==> src/rtl/snake_pkg.sv <==
// Game-level definitions used by the menu renderer/selector.
// Holds the menu FSM state type, the button count limit and the default
// menu geometry/colours so every menu instance starts from the same layout.
package snake_pkg;

  typedef enum logic [1:0] {
    IDLE  = 2'd0,
    PRESS = 2'd1,
    LOCK  = 2'd2
  } menu_state_t;

  localparam int MENU_MAX_BUTTONS = 8;

  localparam int MENU_NUM_BUTTONS = 3;
  localparam int MENU_X           = 272;
  localparam int MENU_Y0          = 200;
  localparam int MENU_W           = 256;
  localparam int MENU_H           = 64;
  localparam int MENU_GAP         = 32;
  localparam int MENU_LOCK_FRAMES = 8;

  localparam logic [11:0] MENU_IDLE_COLOR  = 12'h0F0;
  localparam logic [11:0] MENU_HOVER_COLOR = 12'h0C0;
  localparam logic [11:0] MENU_PRESS_COLOR = 12'h080;

endpackage

==> src/rtl/vga_pkg.sv <==
// Shared VGA definitions for the menu path.
// RGB_B is the width of one 4:4:4 pixel colour word.
package vga_pkg;

  localparam int RGB_B    = 12;
  localparam int HCOUNT_B = 11;
  localparam int VCOUNT_B = 11;

endpackage

==> src/rtl/vga_if.sv <==
// VGA timing bundle passed between drawing stages.
// Modport "in" is the consumer view, "out" the producer view.
interface vga_if;
  import vga_pkg::*;

  logic [HCOUNT_B-1:0] hcount;
  logic [VCOUNT_B-1:0] vcount;
  logic                hblnk;
  logic                vblnk;
  logic                hsync;
  logic                vsync;

  modport in  (input  hcount, vcount, hblnk, vblnk, hsync, vsync);
  modport out (output hcount, vcount, hblnk, vblnk, hsync, vsync);

endinterface

==> src/rtl/menu_button_ctrl.sv <==
// Mouse-side control for the menu: registers the mouse, detects left-button
// edges, runs the IDLE/PRESS/LOCK state machine and produces hover and
// selection outputs.
// Ports:
//   clk, rst            clock, synchronous active-high reset
//   enable              menu active; low forces IDLE and blocks selection
//   mouse_x/y/left      raw mouse inputs
//   vblnk               frame blanking, rising edge counts down the lockout
//   hit_valid/hit_idx   hit-test result for mouse_x_r/mouse_y_r (from top)
//   mouse_x_r/mouse_y_r registered mouse position fed to the hit test
//   hover_valid/idx     registered hit-test result
//   sel_valid/sel_idx   one-cycle selection pulse / last selected index
//   pressing/pressed_idx  button currently held down, for drawing
module menu_button_ctrl
  import snake_pkg::*;
#(
  parameter int IDX_W       = 2,
  parameter int LOCK_FRAMES = MENU_LOCK_FRAMES
) (
  input  logic             clk,
  input  logic             rst,
  input  logic             enable,
  input  logic [11:0]      mouse_x,
  input  logic [11:0]      mouse_y,
  input  logic             mouse_left,
  input  logic             vblnk,
  input  logic             hit_valid,
  input  logic [IDX_W-1:0] hit_idx,
  output logic [11:0]      mouse_x_r,
  output logic [11:0]      mouse_y_r,
  output logic             hover_valid,
  output logic [IDX_W-1:0] hover_idx,
  output logic             sel_valid,
  output logic [IDX_W-1:0] sel_idx,
  output logic             pressing,
  output logic [IDX_W-1:0] pressed_idx
);

  localparam logic [1:0] ST_IDLE  = 2'(IDLE);
  localparam logic [1:0] ST_PRESS = 2'(PRESS);
  localparam logic [1:0] ST_LOCK  = 2'(LOCK);

  localparam int LCW = (LOCK_FRAMES > 0) ? $clog2(LOCK_FRAMES + 1) : 1;

  logic [1:0]     state;
  logic [LCW-1:0] lock_cnt;
  logic           left_r;
  logic           left_prev;
  logic           vblnk_prev;
  logic           left_rise;
  logic           left_fall;
  logic           vblnk_rise;

  // Edges are taken on the registered button so they line up with the
  // registered hover result the state machine qualifies them with.
  assign left_rise  = left_r & ~left_prev;
  assign left_fall  = ~left_r & left_prev;
  assign vblnk_rise = vblnk & ~vblnk_prev;
  assign pressing   = (state == ST_PRESS);

  always_ff @(posedge clk) begin
    if (rst) begin
      mouse_x_r   <= '0;
      mouse_y_r   <= '0;
      left_r      <= 1'b0;
      left_prev   <= 1'b0;
      vblnk_prev  <= 1'b0;
      hover_valid <= 1'b0;
      hover_idx   <= '0;
      sel_valid   <= 1'b0;
      sel_idx     <= '0;
      pressed_idx <= '0;
      lock_cnt    <= '0;
      state       <= ST_IDLE;
    end else begin
      mouse_x_r   <= mouse_x;
      mouse_y_r   <= mouse_y;
      left_r      <= mouse_left;
      left_prev   <= left_r;
      vblnk_prev  <= vblnk;
      hover_valid <= hit_valid;
      hover_idx   <= hit_idx;
      sel_valid   <= 1'b0;

      if (!enable) begin
        state    <= ST_IDLE;
        lock_cnt <= '0;
      end else begin
        case (state)
          ST_IDLE: begin
            if (left_rise && hover_valid && lock_cnt == '0) begin
              state       <= ST_PRESS;
              pressed_idx <= hover_idx;
            end
          end
          ST_PRESS: begin
            // Releasing anywhere but the pressed button cancels the press.
            if (left_fall) begin
              if (hover_valid && hover_idx == pressed_idx) begin
                state     <= ST_LOCK;
                sel_valid <= 1'b1;
                sel_idx   <= pressed_idx;
                lock_cnt  <= LCW'(LOCK_FRAMES);
              end else begin
                state <= ST_IDLE;
              end
            end
          end
          ST_LOCK: begin
            // A zero count (LOCK_FRAMES = 0) leaves immediately.
            if (lock_cnt == '0) begin
              state <= ST_IDLE;
            end else if (vblnk_rise) begin
              lock_cnt <= lock_cnt - LCW'(1);
              if (lock_cnt == LCW'(1)) state <= ST_IDLE;
            end
          end
          default: state <= ST_IDLE;
        endcase
      end
    end
  end

endmodule

==> src/rtl/draw_menu_sel.sv <==
// Menu renderer and selector. Draws NUM_BUTTONS vertically stacked buttons
// over the incoming pixel stream, coloured idle/hover/pressed, and reports
// hover and one-cycle selection pulses from the mouse.
// Ports:
//   clk, rst             clock, synchronous active-high reset
//   enable               menu active (drawing continues when low)
//   mouse_x/y/left       mouse position and left button level
//   vga_in, rgb_i        upstream timing and pixel colour
//   vga_out, rgb_o       timing and colour, 2 cycles later
//   hover_valid/idx      button under the mouse
//   sel_valid/sel_idx    selection pulse and last selected button
module draw_menu_sel
  import snake_pkg::*;
  import vga_pkg::*;
#(
  parameter int               NUM_BUTTONS = MENU_NUM_BUTTONS,
  parameter int               X           = MENU_X,
  parameter int               Y0          = MENU_Y0,
  parameter int               W           = MENU_W,
  parameter int               H           = MENU_H,
  parameter int               GAP         = MENU_GAP,
  parameter logic [RGB_B-1:0] IDLE_COLOR  = MENU_IDLE_COLOR,
  parameter logic [RGB_B-1:0] HOVER_COLOR = MENU_HOVER_COLOR,
  parameter logic [RGB_B-1:0] PRESS_COLOR = MENU_PRESS_COLOR,
  parameter int               LOCK_FRAMES = MENU_LOCK_FRAMES,
  localparam int              IDX_W       = (NUM_BUTTONS > 1) ? $clog2(NUM_BUTTONS) : 1
) (
  input  logic             clk,
  input  logic             rst,
  input  logic             enable,
  input  logic [11:0]      mouse_x,
  input  logic [11:0]      mouse_y,
  input  logic             mouse_left,
  vga_if.in                vga_in,
  input  logic [RGB_B-1:0] rgb_i,
  vga_if.out               vga_out,
  output logic [RGB_B-1:0] rgb_o,
  output logic             hover_valid,
  output logic [IDX_W-1:0] hover_idx,
  output logic             sel_valid,
  output logic [IDX_W-1:0] sel_idx
);

  // Returns {hit, index}. Scanning from the top index down lets the lowest
  // matching index overwrite the others, so overlaps resolve to the lowest.
  function automatic logic [IDX_W:0] hit_test(input logic [11:0] px,
                                               input logic [11:0] py);
    logic [IDX_W:0] res;
    int             top;
    res = '0;
    for (int k = NUM_BUTTONS - 1; k >= 0; k--) begin
      top = Y0 + k * (H + GAP);
      if (int'(px) >= X && int'(px) < X + W &&
          int'(py) >= top && int'(py) < top + H)
        res = {1'b1, IDX_W'(k)};
    end
    return res;
  endfunction

  logic             pix_hit;
  logic [IDX_W-1:0] pix_idx;
  logic [11:0]      mouse_x_r;
  logic [11:0]      mouse_y_r;
  logic             mouse_hit;
  logic [IDX_W-1:0] mouse_idx;
  logic             pressing;
  logic [IDX_W-1:0] pressed_idx;

  logic [HCOUNT_B-1:0] s1_hcount;
  logic [VCOUNT_B-1:0] s1_vcount;
  logic                s1_hblnk;
  logic                s1_vblnk;
  logic                s1_hsync;
  logic                s1_vsync;
  logic [RGB_B-1:0]    s1_rgb;
  logic                s1_hit;
  logic [IDX_W-1:0]    s1_idx;
  logic [RGB_B-1:0]    pix_color;

  assign {pix_hit, pix_idx}     = hit_test(12'(vga_in.hcount), 12'(vga_in.vcount));
  assign {mouse_hit, mouse_idx} = hit_test(mouse_x_r, mouse_y_r);

  menu_button_ctrl #(
    .IDX_W       (IDX_W),
    .LOCK_FRAMES (LOCK_FRAMES)
  ) u_ctrl (
    .clk         (clk),
    .rst         (rst),
    .enable      (enable),
    .mouse_x     (mouse_x),
    .mouse_y     (mouse_y),
    .mouse_left  (mouse_left),
    .vblnk       (vga_in.vblnk),
    .hit_valid   (mouse_hit),
    .hit_idx     (mouse_idx),
    .mouse_x_r   (mouse_x_r),
    .mouse_y_r   (mouse_y_r),
    .hover_valid (hover_valid),
    .hover_idx   (hover_idx),
    .sel_valid   (sel_valid),
    .sel_idx     (sel_idx),
    .pressing    (pressing),
    .pressed_idx (pressed_idx)
  );

  // Pressed beats hovered; both only apply to the button they name.
  always_comb begin
    pix_color = s1_rgb;
    if (s1_hit) begin
      if (pressing && s1_idx == pressed_idx)
        pix_color = PRESS_COLOR;
      else if (hover_valid && s1_idx == hover_idx)
        pix_color = HOVER_COLOR;
      else
        pix_color = IDLE_COLOR;
    end
    if (s1_hblnk || s1_vblnk) pix_color = '0;
  end

  always_ff @(posedge clk) begin
    if (rst) begin
      s1_hcount      <= '0;
      s1_vcount      <= '0;
      s1_hblnk       <= 1'b0;
      s1_vblnk       <= 1'b0;
      s1_hsync       <= 1'b0;
      s1_vsync       <= 1'b0;
      s1_rgb         <= '0;
      s1_hit         <= 1'b0;
      s1_idx         <= '0;
      vga_out.hcount <= '0;
      vga_out.vcount <= '0;
      vga_out.hblnk  <= 1'b0;
      vga_out.vblnk  <= 1'b0;
      vga_out.hsync  <= 1'b0;
      vga_out.vsync  <= 1'b0;
      rgb_o          <= '0;
    end else begin
      s1_hcount      <= vga_in.hcount;
      s1_vcount      <= vga_in.vcount;
      s1_hblnk       <= vga_in.hblnk;
      s1_vblnk       <= vga_in.vblnk;
      s1_hsync       <= vga_in.hsync;
      s1_vsync       <= vga_in.vsync;
      s1_rgb         <= rgb_i;
      s1_hit         <= pix_hit;
      s1_idx         <= pix_idx;
      vga_out.hcount <= s1_hcount;
      vga_out.vcount <= s1_vcount;
      vga_out.hblnk  <= s1_hblnk;
      vga_out.vblnk  <= s1_vblnk;
      vga_out.hsync  <= s1_hsync;
      vga_out.vsync  <= s1_vsync;
      rgb_o          <= pix_color;
    end
  end

endmodule

==> src/flat_wrapper.sv <==
// flat-port wrapper written by rule: the top's interface ports become plain ports
module draw_menu_sel_flat import snake_pkg::*; import vga_pkg::*;
#(
  parameter int               NUM_BUTTONS = MENU_NUM_BUTTONS,
  parameter int               X           = MENU_X,
  parameter int               Y0          = MENU_Y0,
  parameter int               W           = MENU_W,
  parameter int               H           = MENU_H,
  parameter int               GAP         = MENU_GAP,
  parameter logic [RGB_B-1:0] IDLE_COLOR  = MENU_IDLE_COLOR,
  parameter logic [RGB_B-1:0] HOVER_COLOR = MENU_HOVER_COLOR,
  parameter logic [RGB_B-1:0] PRESS_COLOR = MENU_PRESS_COLOR,
  parameter int               LOCK_FRAMES = MENU_LOCK_FRAMES,
  localparam int              IDX_W       = (NUM_BUTTONS > 1) ? $clog2(NUM_BUTTONS) : 1
)
  (clk, rst, enable, mouse_x, mouse_y, mouse_left, rgb_i, rgb_o, hover_valid, hover_idx, sel_valid, sel_idx, vga_in_hcount, vga_in_vcount, vga_in_hblnk, vga_in_vblnk, vga_in_hsync, vga_in_vsync, vga_out_hcount, vga_out_vcount, vga_out_hblnk, vga_out_vblnk, vga_out_hsync, vga_out_vsync);
  vga_if vga_in_i ();
  vga_if vga_out_i ();
  input  logic clk;
  input  logic rst;
  input  logic enable;
  input  logic [11:0] mouse_x;
  input  logic [11:0] mouse_y;
  input  logic mouse_left;
  input  logic [RGB_B-1:0] rgb_i;
  output logic [RGB_B-1:0] rgb_o;
  output logic hover_valid;
  output logic [IDX_W-1:0] hover_idx;
  output logic sel_valid;
  output logic [IDX_W-1:0] sel_idx;
  input wire logic [$bits(vga_in_i.hcount)-1:0] vga_in_hcount;
  input wire logic [$bits(vga_in_i.vcount)-1:0] vga_in_vcount;
  input wire logic [$bits(vga_in_i.hblnk)-1:0] vga_in_hblnk;
  input wire logic [$bits(vga_in_i.vblnk)-1:0] vga_in_vblnk;
  input wire logic [$bits(vga_in_i.hsync)-1:0] vga_in_hsync;
  input wire logic [$bits(vga_in_i.vsync)-1:0] vga_in_vsync;
  output wire logic [$bits(vga_out_i.hcount)-1:0] vga_out_hcount;
  output wire logic [$bits(vga_out_i.vcount)-1:0] vga_out_vcount;
  output wire logic [$bits(vga_out_i.hblnk)-1:0] vga_out_hblnk;
  output wire logic [$bits(vga_out_i.vblnk)-1:0] vga_out_vblnk;
  output wire logic [$bits(vga_out_i.hsync)-1:0] vga_out_hsync;
  output wire logic [$bits(vga_out_i.vsync)-1:0] vga_out_vsync;
  assign vga_in_i.hcount = vga_in_hcount;
  assign vga_in_i.vcount = vga_in_vcount;
  assign vga_in_i.hblnk = vga_in_hblnk;
  assign vga_in_i.vblnk = vga_in_vblnk;
  assign vga_in_i.hsync = vga_in_hsync;
  assign vga_in_i.vsync = vga_in_vsync;
  assign vga_out_hcount = vga_out_i.hcount;
  assign vga_out_vcount = vga_out_i.vcount;
  assign vga_out_hblnk = vga_out_i.hblnk;
  assign vga_out_vblnk = vga_out_i.vblnk;
  assign vga_out_hsync = vga_out_i.hsync;
  assign vga_out_vsync = vga_out_i.vsync;
  draw_menu_sel #(.NUM_BUTTONS(NUM_BUTTONS), .X(X), .Y0(Y0), .W(W), .H(H), .GAP(GAP), .IDLE_COLOR(IDLE_COLOR), .HOVER_COLOR(HOVER_COLOR), .PRESS_COLOR(PRESS_COLOR), .LOCK_FRAMES(LOCK_FRAMES)) u_core (.clk(clk), .rst(rst), .enable(enable), .mouse_x(mouse_x), .mouse_y(mouse_y), .mouse_left(mouse_left), .vga_in(vga_in_i), .rgb_i(rgb_i), .vga_out(vga_out_i), .rgb_o(rgb_o), .hover_valid(hover_valid), .hover_idx(hover_idx), .sel_valid(sel_valid), .sel_idx(sel_idx));
endmodule
==> config.mk <==
export PLATFORM = sky130hd
export DESIGN_NAME = draw_menu_sel_flat
export DESIGN_NICKNAME = d
export VERILOG_FILES = /design/src/rtl/snake_pkg.sv /design/src/rtl/vga_pkg.sv /design/src/rtl/vga_if.sv /design/src/rtl/menu_button_ctrl.sv /design/src/rtl/draw_menu_sel.sv /design/src/flat_wrapper.sv
export SDC_FILE = /design/constraint.sdc
export NUM_CORES = 1
export LEC_CHECK = 0
export CAP_MARGIN = 5
export CORE_ASPECT_RATIO = 0.8
export CORE_MARGIN = 2
export CORE_UTILIZATION = 33
export DETAILED_ROUTE_END_ITERATION = 8
export SYNTH_ARGS = -nofsm -noshare
export SYNTH_HDL_FRONTEND = slang
export SYNTH_SLANG_ARGS = --single-unit
==> constraint.sdc <==
create_clock -name clk -period 1.72 [get_ports clk]
set_input_delay 0.344 -clock clk [delete_from_list [all_inputs] [get_ports clk]]
set_output_delay 0.344 -clock clk [all_outputs]
set_load 0.02 [all_outputs]
; Word level (Yosys, flattened, before mapping)
; Cells that the tools add are included.
[word_totals]
regBits = 119
output_inout_bits = 44
elab_cells = 124
[op_classes]
add_sub_neg = 1
n_lt_le_gt_ge = 16
n_eq_ne = 13
mux = 22
bitwise_logic = 9
n_reduce_logical = 34
[ops]
columns = operator, n
row1 = "12-bit by 9-bit greater-or-equal comparator with 1-bit output, second input constant", 3
row2 = "12-bit by 9-bit less-than comparator with 1-bit output, second input constant", 3
row3 = "11-bit by 9-bit greater-or-equal comparator with 1-bit output, second input constant", 3
row4 = "11-bit by 9-bit less-than comparator with 1-bit output, second input constant", 3
row5 = 12-bit two-way mux, 2
row6 = 1-bit logical AND, 19
row7 = 3-bit two-way mux, 6
row8 = 4-bit two-way mux, 4
row9 = "12-bit by 8-bit greater-or-equal comparator with 1-bit output, second input constant", 1
row10 = "12-bit by 10-bit less-than comparator with 1-bit output, second input constant", 1
row11 = 2-bit two-way mux, 6
row12 = "11-bit by 8-bit greater-or-equal comparator with 1-bit output, second input constant", 1
row13 = "11-bit by 10-bit less-than comparator with 1-bit output, second input constant", 1
row14 = "2-bit inequality test, second input constant", 5
row15 = 4-bit one-hot mux with 2 select lines, 1
row16 = 4-bit AND reduction, 2
row17 = 2-bit OR reduction, 4
row18 = 2-bit equality test, 3
row19 = 6-bit two-way mux, 1
row20 = "3-bit inequality test, second input constant", 2
row21 = 1-bit inverter, 6
row22 = 2-bit one-hot mux with 3 select lines, 1
row23 = 3-bit OR reduction, 2
row24 = 5-bit AND reduction, 1
row25 = other kinds (12), 14

; Longest topological paths before layout
[depth]
depth_word = 7
ltp_mapped = 6

; By module
; From an unflattened synthesis, not the netlist that was laid out.
[unflattened]
cells_unflattened = 340
hier_area_um2 = 3841.2
[by_module_without_submodules]
columns = module, n_inst, cells_per_inst, area_per_inst_um2, seq_area_each_um2
row1 = draw_menu_sel, 1, 214, 2458.6, 1581.5
row2 = menu_button_ctrl, 1, 126, 1382.6, 820.8

; Worst setup path after synthesis
; No wires, ideal clock.
[synth_timing]
path_type = reg-to-reg
start = reg u_core.u_ctrl.lock_cnt[0]
end = reg u_core.u_ctrl.lock_cnt[3]
setup_time_ps = 119
arrival_time_ps = 1393
required_ps = 1601
path_slack_ps = 208
path_stages_with_launch = 7
n_path_buf = 0
path_cell_list = dfxtp_1 > inv_1 > ha_1 > nor3b_1 > nand2b_1 > o21ai_1 > o221a_2
[synth_via]
elab_chain_cells = 4
elab_cells_between_ends = 7
classes_between = 1 x add/sub / 1 x eq/ne / 3 x mux / 2 x reduce/logical
[synth_rtl]
columns = element, line
row1 = from (decl), menu_button_ctrl.sv:46  ; logic [LCW-1:0] lock_cnt;
row2 = from (signal assigned), menu_button_ctrl.sv:103  ; lock_cnt <= LCW'(LOCK_FRAMES);
row3 = from (signal assigned), menu_button_ctrl.sv:114  ; lock_cnt <= lock_cnt - LCW'(1);
row4 = 4-bit by 1-bit subtractor with 4-bit output, menu_button_ctrl.sv:114
row5 = 4-bit two-way mux, menu_button_ctrl.sv:113  ; end else if (vblnk_rise) begin
row6 = 4-bit two-way mux, menu_button_ctrl.sv:111  ; if (lock_cnt == '0) begin
row7 = 4-bit one-hot mux with 2 select lines, menu_button_ctrl.sv:89  ; case (state)
; Several ways; a longest one is shown, not always the timed one. The select of a mux whose other input is x is not followed.
; A chain may end at the register's enable or synchronous reset.

; Worst setup path after layout
[layout_timing]
start = reg u_core.u_ctrl.lock_cnt[0]
end = reg u_core.u_ctrl.lock_cnt[2]
; The elaborated chain is that of the path after synthesis.

==> impl_metrics.env <==
export IMPL_result_of_the_run="complete, no violations"
export IMPL_clock_tree_root_cell="clkbuf_16"
export IMPL_mostFrequentLayoutCells="dfxtp_1 (112), clkdlybuf4s50_1 (98), nor2b_1 (87), clkbuf_16 (9)"
export IMPL_detail_route_wirelength_um=7040
export IMPL_insertion_delay_ps=340
export IMPL_worst_r2r_path_depth=6
export IMPL_place_detailed_instances=566
export IMPL_post_drt_via_cell_ratio=4.24
export IMPL_drt_iter0_markers=78
export IMPL_std_cell_rows=34
export IMPL_place_port_buffers=102
export IMPL_reg2reg_setup_slack_ps=80
export IMPL_grt_max_degree=76
export IMPL_rr_startpoint="u_core.u_ctrl.lock_cnt[0]"
export IMPL_dieWidth_um=121
export IMPL_design_area_um2=5140
export IMPL_synth_simple_gate_area_share_pct=25.8
export IMPL_timing_fmax_mhz=608
export IMPL_critPathTopFamily="simple AND/OR/NAND/NOR gates"
export IMPL_placement_setup_worst_slack_ps=-237
export IMPL_worst_path_max_delay_cell="dfxtp_1"
export IMPL_yosys_top_cells_area="dfxtp_1 (62%), nor2b_1 (15%), mux2i_1 (1.7%)"
export IMPL_post_synth_inst_count=324
export IMPL_start_kind="flip-flop"
export IMPL_min_delay_path_class="input pin to flip-flop"
export IMPL_r2r_end="u_core.u_ctrl.lock_cnt[2]"
export IMPL_ys_seq_elements=112
export IMPL_leakage_nw=2.02
export IMPL_maxCapViolations=0
export IMPL_synth_fp_nets=392
export IMPL_synth_top_flop_cell="dfxtp_1"
export IMPL_synth_top_area_share_pct=61.9
export IMPL_worstSetupEndpointType="flip-flop"
export IMPL_final_common_cell="dfxtp_1"
export IMPL_holdBufCountCts=0
export IMPL_postCtsSetupRepairBufs=0
export IMPL_crit_path_max_fanout=6
export IMPL_synth_area_leader_cell="dfxtp_1"
export IMPL_yosys_mux_area_fraction_pct=1.66
export IMPL_max_rail_drop_vdd_v=0.000485
export IMPL_worst_hold_path_endpoint="u_core.vga_out.vblnk"
export IMPL_initial_core_util_pct=33.7
export IMPL_ff_latch_area_um2=2240
export IMPL_wire_length_of_the_first_global_routing_pass_um=11600
export IMPL_drt_first_pass_iters=4
export IMPL_setup_violations=0
export IMPL_route_detailed_wl_per_inst_um=12.1
export IMPL_worst_slew_pin_slew_ps=454
export IMPL_synth_fa_ha_area_share_pct=0.691
export IMPL_multi_input_area_um2=1320
export IMPL_fp_dieH_um=97.7
export IMPL_worstHoldStart="rst"
export IMPL_grt_overflow_total=0
export IMPL_worstPathCellList="inv_1, ha_1, nor3b_2, nand2b_1, o21ai_1, a311oi_1"
export IMPL_die_area_um2=11800
export IMPL_dpl_hpwl_um=5090
export IMPL_final_util_pct=47.7
export IMPL_final_cell_count_no_fill=582
export IMPL_synth_top_family_by_area="simple AND/OR/NAND/NOR gates"
export IMPL_floorplan_core_area_um2=10800
export IMPL_synth_edf_count=0
export IMPL_antenna_found_initial=0
export IMPL_final_layout_size_suffix_gt1_share_pct=7.99
export IMPL_critPathArrivalTime_ps=1880
export IMPL_post_dp_cell_area_um2=4850
export IMPL_final_fill_count=997
export IMPL_cts_max_level=3
export IMPL_yosys_warnings=0
export IMPL_syn_area_um2=3620
export IMPL_whs_path_depth=2
export IMPL_period_minus_slack_ps=1640
export IMPL_area_growth_synth_to_final_pct=41.8
export IMPL_cts_buffers=9
export IMPL_tns_ps=0
export IMPL_synth_compound_gate_area_share_pct=5.53
export IMPL_final_critical_path_setup_slack_ps=75.5
export IMPL_timing_final_hold_violations=0
export IMPL_timing_clock_skew_ps=6.19
export IMPL_avg_cell_area_syn_um2=11.2
export IMPL_top_level_ports=110
export IMPL_slew_viol_final=0
export IMPL_post_synth_num_cell_types=48
export IMPL_synth_async_sr_flop_share_pct=0
export IMPL_synth_sequential_area_ratio_pct=61.9
export IMPL_gp_routability_congestion=0.728
export IMPL_crit_path_max_incr_delay_ps=370
export IMPL_final_min_period_over_clock_period_pct=95.6
export IMPL_tritoncts_clock_tree="yes"
export IMPL_hold_slack_ps=270
export IMPL_cts_sinks=112
export IMPL_power_per_cell_area_nw_per_um2=991
export IMPL_grt_pass1_vias=2436
export IMPL_post_synth_xor_area_fraction_pct=2.42
export IMPL_num_nets_final=501
export IMPL_count_of_inserted_antenna_diode_cells=0
export IMPL_worst_endpoint_required_ps=1960
export IMPL_cts_path_max_buffers=2
export IMPL_track_usage_pct=12.5
export IMPL_ant_nets=0
export IMPL_timing_slew_headroom_pct=69.4
export IMPL_power_total_mw=5.09
export IMPL_path_class="flip-flop to flip-flop"
export IMPL_route_vias_total=2469
export IMPL_crit_buf_inv=1
export IMPL_clk_pin_slew_ps=70
export IMPL_drc=0
## cells in the mapped netlist (3+ instances only)
| master | number |
|---|---|
| a21oi_1 | 5 |
| a31oi_1 | 5 |
| and2_1 | 8 |
| clkbuf_1 | 8 |
| dfxtp_1 | 112 |
| inv_1 | 7 |
| mux2i_1 | 6 |
| nand2_1 | 8 |
| nand2b_1 | 3 |
| nand3b_1 | 3 |
| nor2_1 | 8 |
| nor2b_1 | 87 |
| nor3_1 | 6 |
| nor3b_1 | 3 |
| nor4_1 | 3 |
| nor4_2 | 3 |
| xnor2_1 | 6 |
| xor2_1 | 4 |
## cell families after synthesis
| family | after synthesis |
|---|---|
| buffers and inverters | 19 |
| adder cells (fa/ha/maj) | 2 |
| XOR/XNOR | 10 |
| AO/OA/AOI/OAI | 27 |
| AND/OR/NAND/NOR | 148 |
| multiplexers | 6 |
| flip-flops | 112 |
## timing repair
item,CTS,global route
gates resized for setup,3,2
cloned,0,0
setup endpoints to repair,3,5
## power by group
group / switching [mW] / internal (mW)
logic: 0.169 / 0.260
registers: 0.0318 / 2.70
clock network: 0.880 / 1.06
total: 1.08 / 4.01
## sequential cells by signal (all words and copies together), names as in the netlist, 2 cells and up
name,count
u_core.u_ctrl.mouse_y_r,9
u_core.u_ctrl.hover_idx,2
u_core.u_ctrl.pressed_idx,2
u_core.u_ctrl.mouse_x_r,8
u_core.vga_out.hcount,11
u_core.s1_idx,2
u_core.vga_out.vcount,11
u_core.rgb_o,12
u_core.s1_hcount,11
u_core.u_ctrl.lock_cnt,4
u_core.u_ctrl.sel_idx,2
u_core.u_ctrl.state,2
u_core.s1_vcount,11
u_core.s1_rgb,12
## final cells by class
cell class | instances | share of cell area, %
multi-input combinational | 193 | 25.6
sequential | 112 | 43.6
clock buffer | 11 | 4.92
clock inverter | 5 | 0.609
timing repair buffer | 110 | 21.2
tap | 144 | 3.51
inverter | 7 | 0.511
## routing by layer
layer  vias to the layer above  track usage (%)  share of wire, %
met5                         -                0                 0
met4                         0             4.51               1.2
met3                         9             5.46               8.7
met2                        78             18.5                42
met1                      1096             16.2                48
li1                       1286                -                 -
## how the worst max path moves through the flow
stage                                         start                         to  slack [ps]  cells past startpoint
after floorplan           u_core.u_ctrl.lock_cnt[0]  u_core.u_ctrl.lock_cnt[3]         210                      6
after global placement             vga_in_hcount[5]              u_core.s1_hit        -130                      5
after detailed placement           vga_in_hcount[5]           u_core.s1_idx[1]        -240                      5
after CTS                 u_core.u_ctrl.lock_cnt[0]  u_core.u_ctrl.lock_cnt[2]          30                      6
after global routing      u_core.u_ctrl.lock_cnt[0]  u_core.u_ctrl.lock_cnt[2]          -8                      6
final                     u_core.u_ctrl.lock_cnt[0]  u_core.u_ctrl.lock_cnt[2]          80                      6
Power figures use the tool's default switching activity.
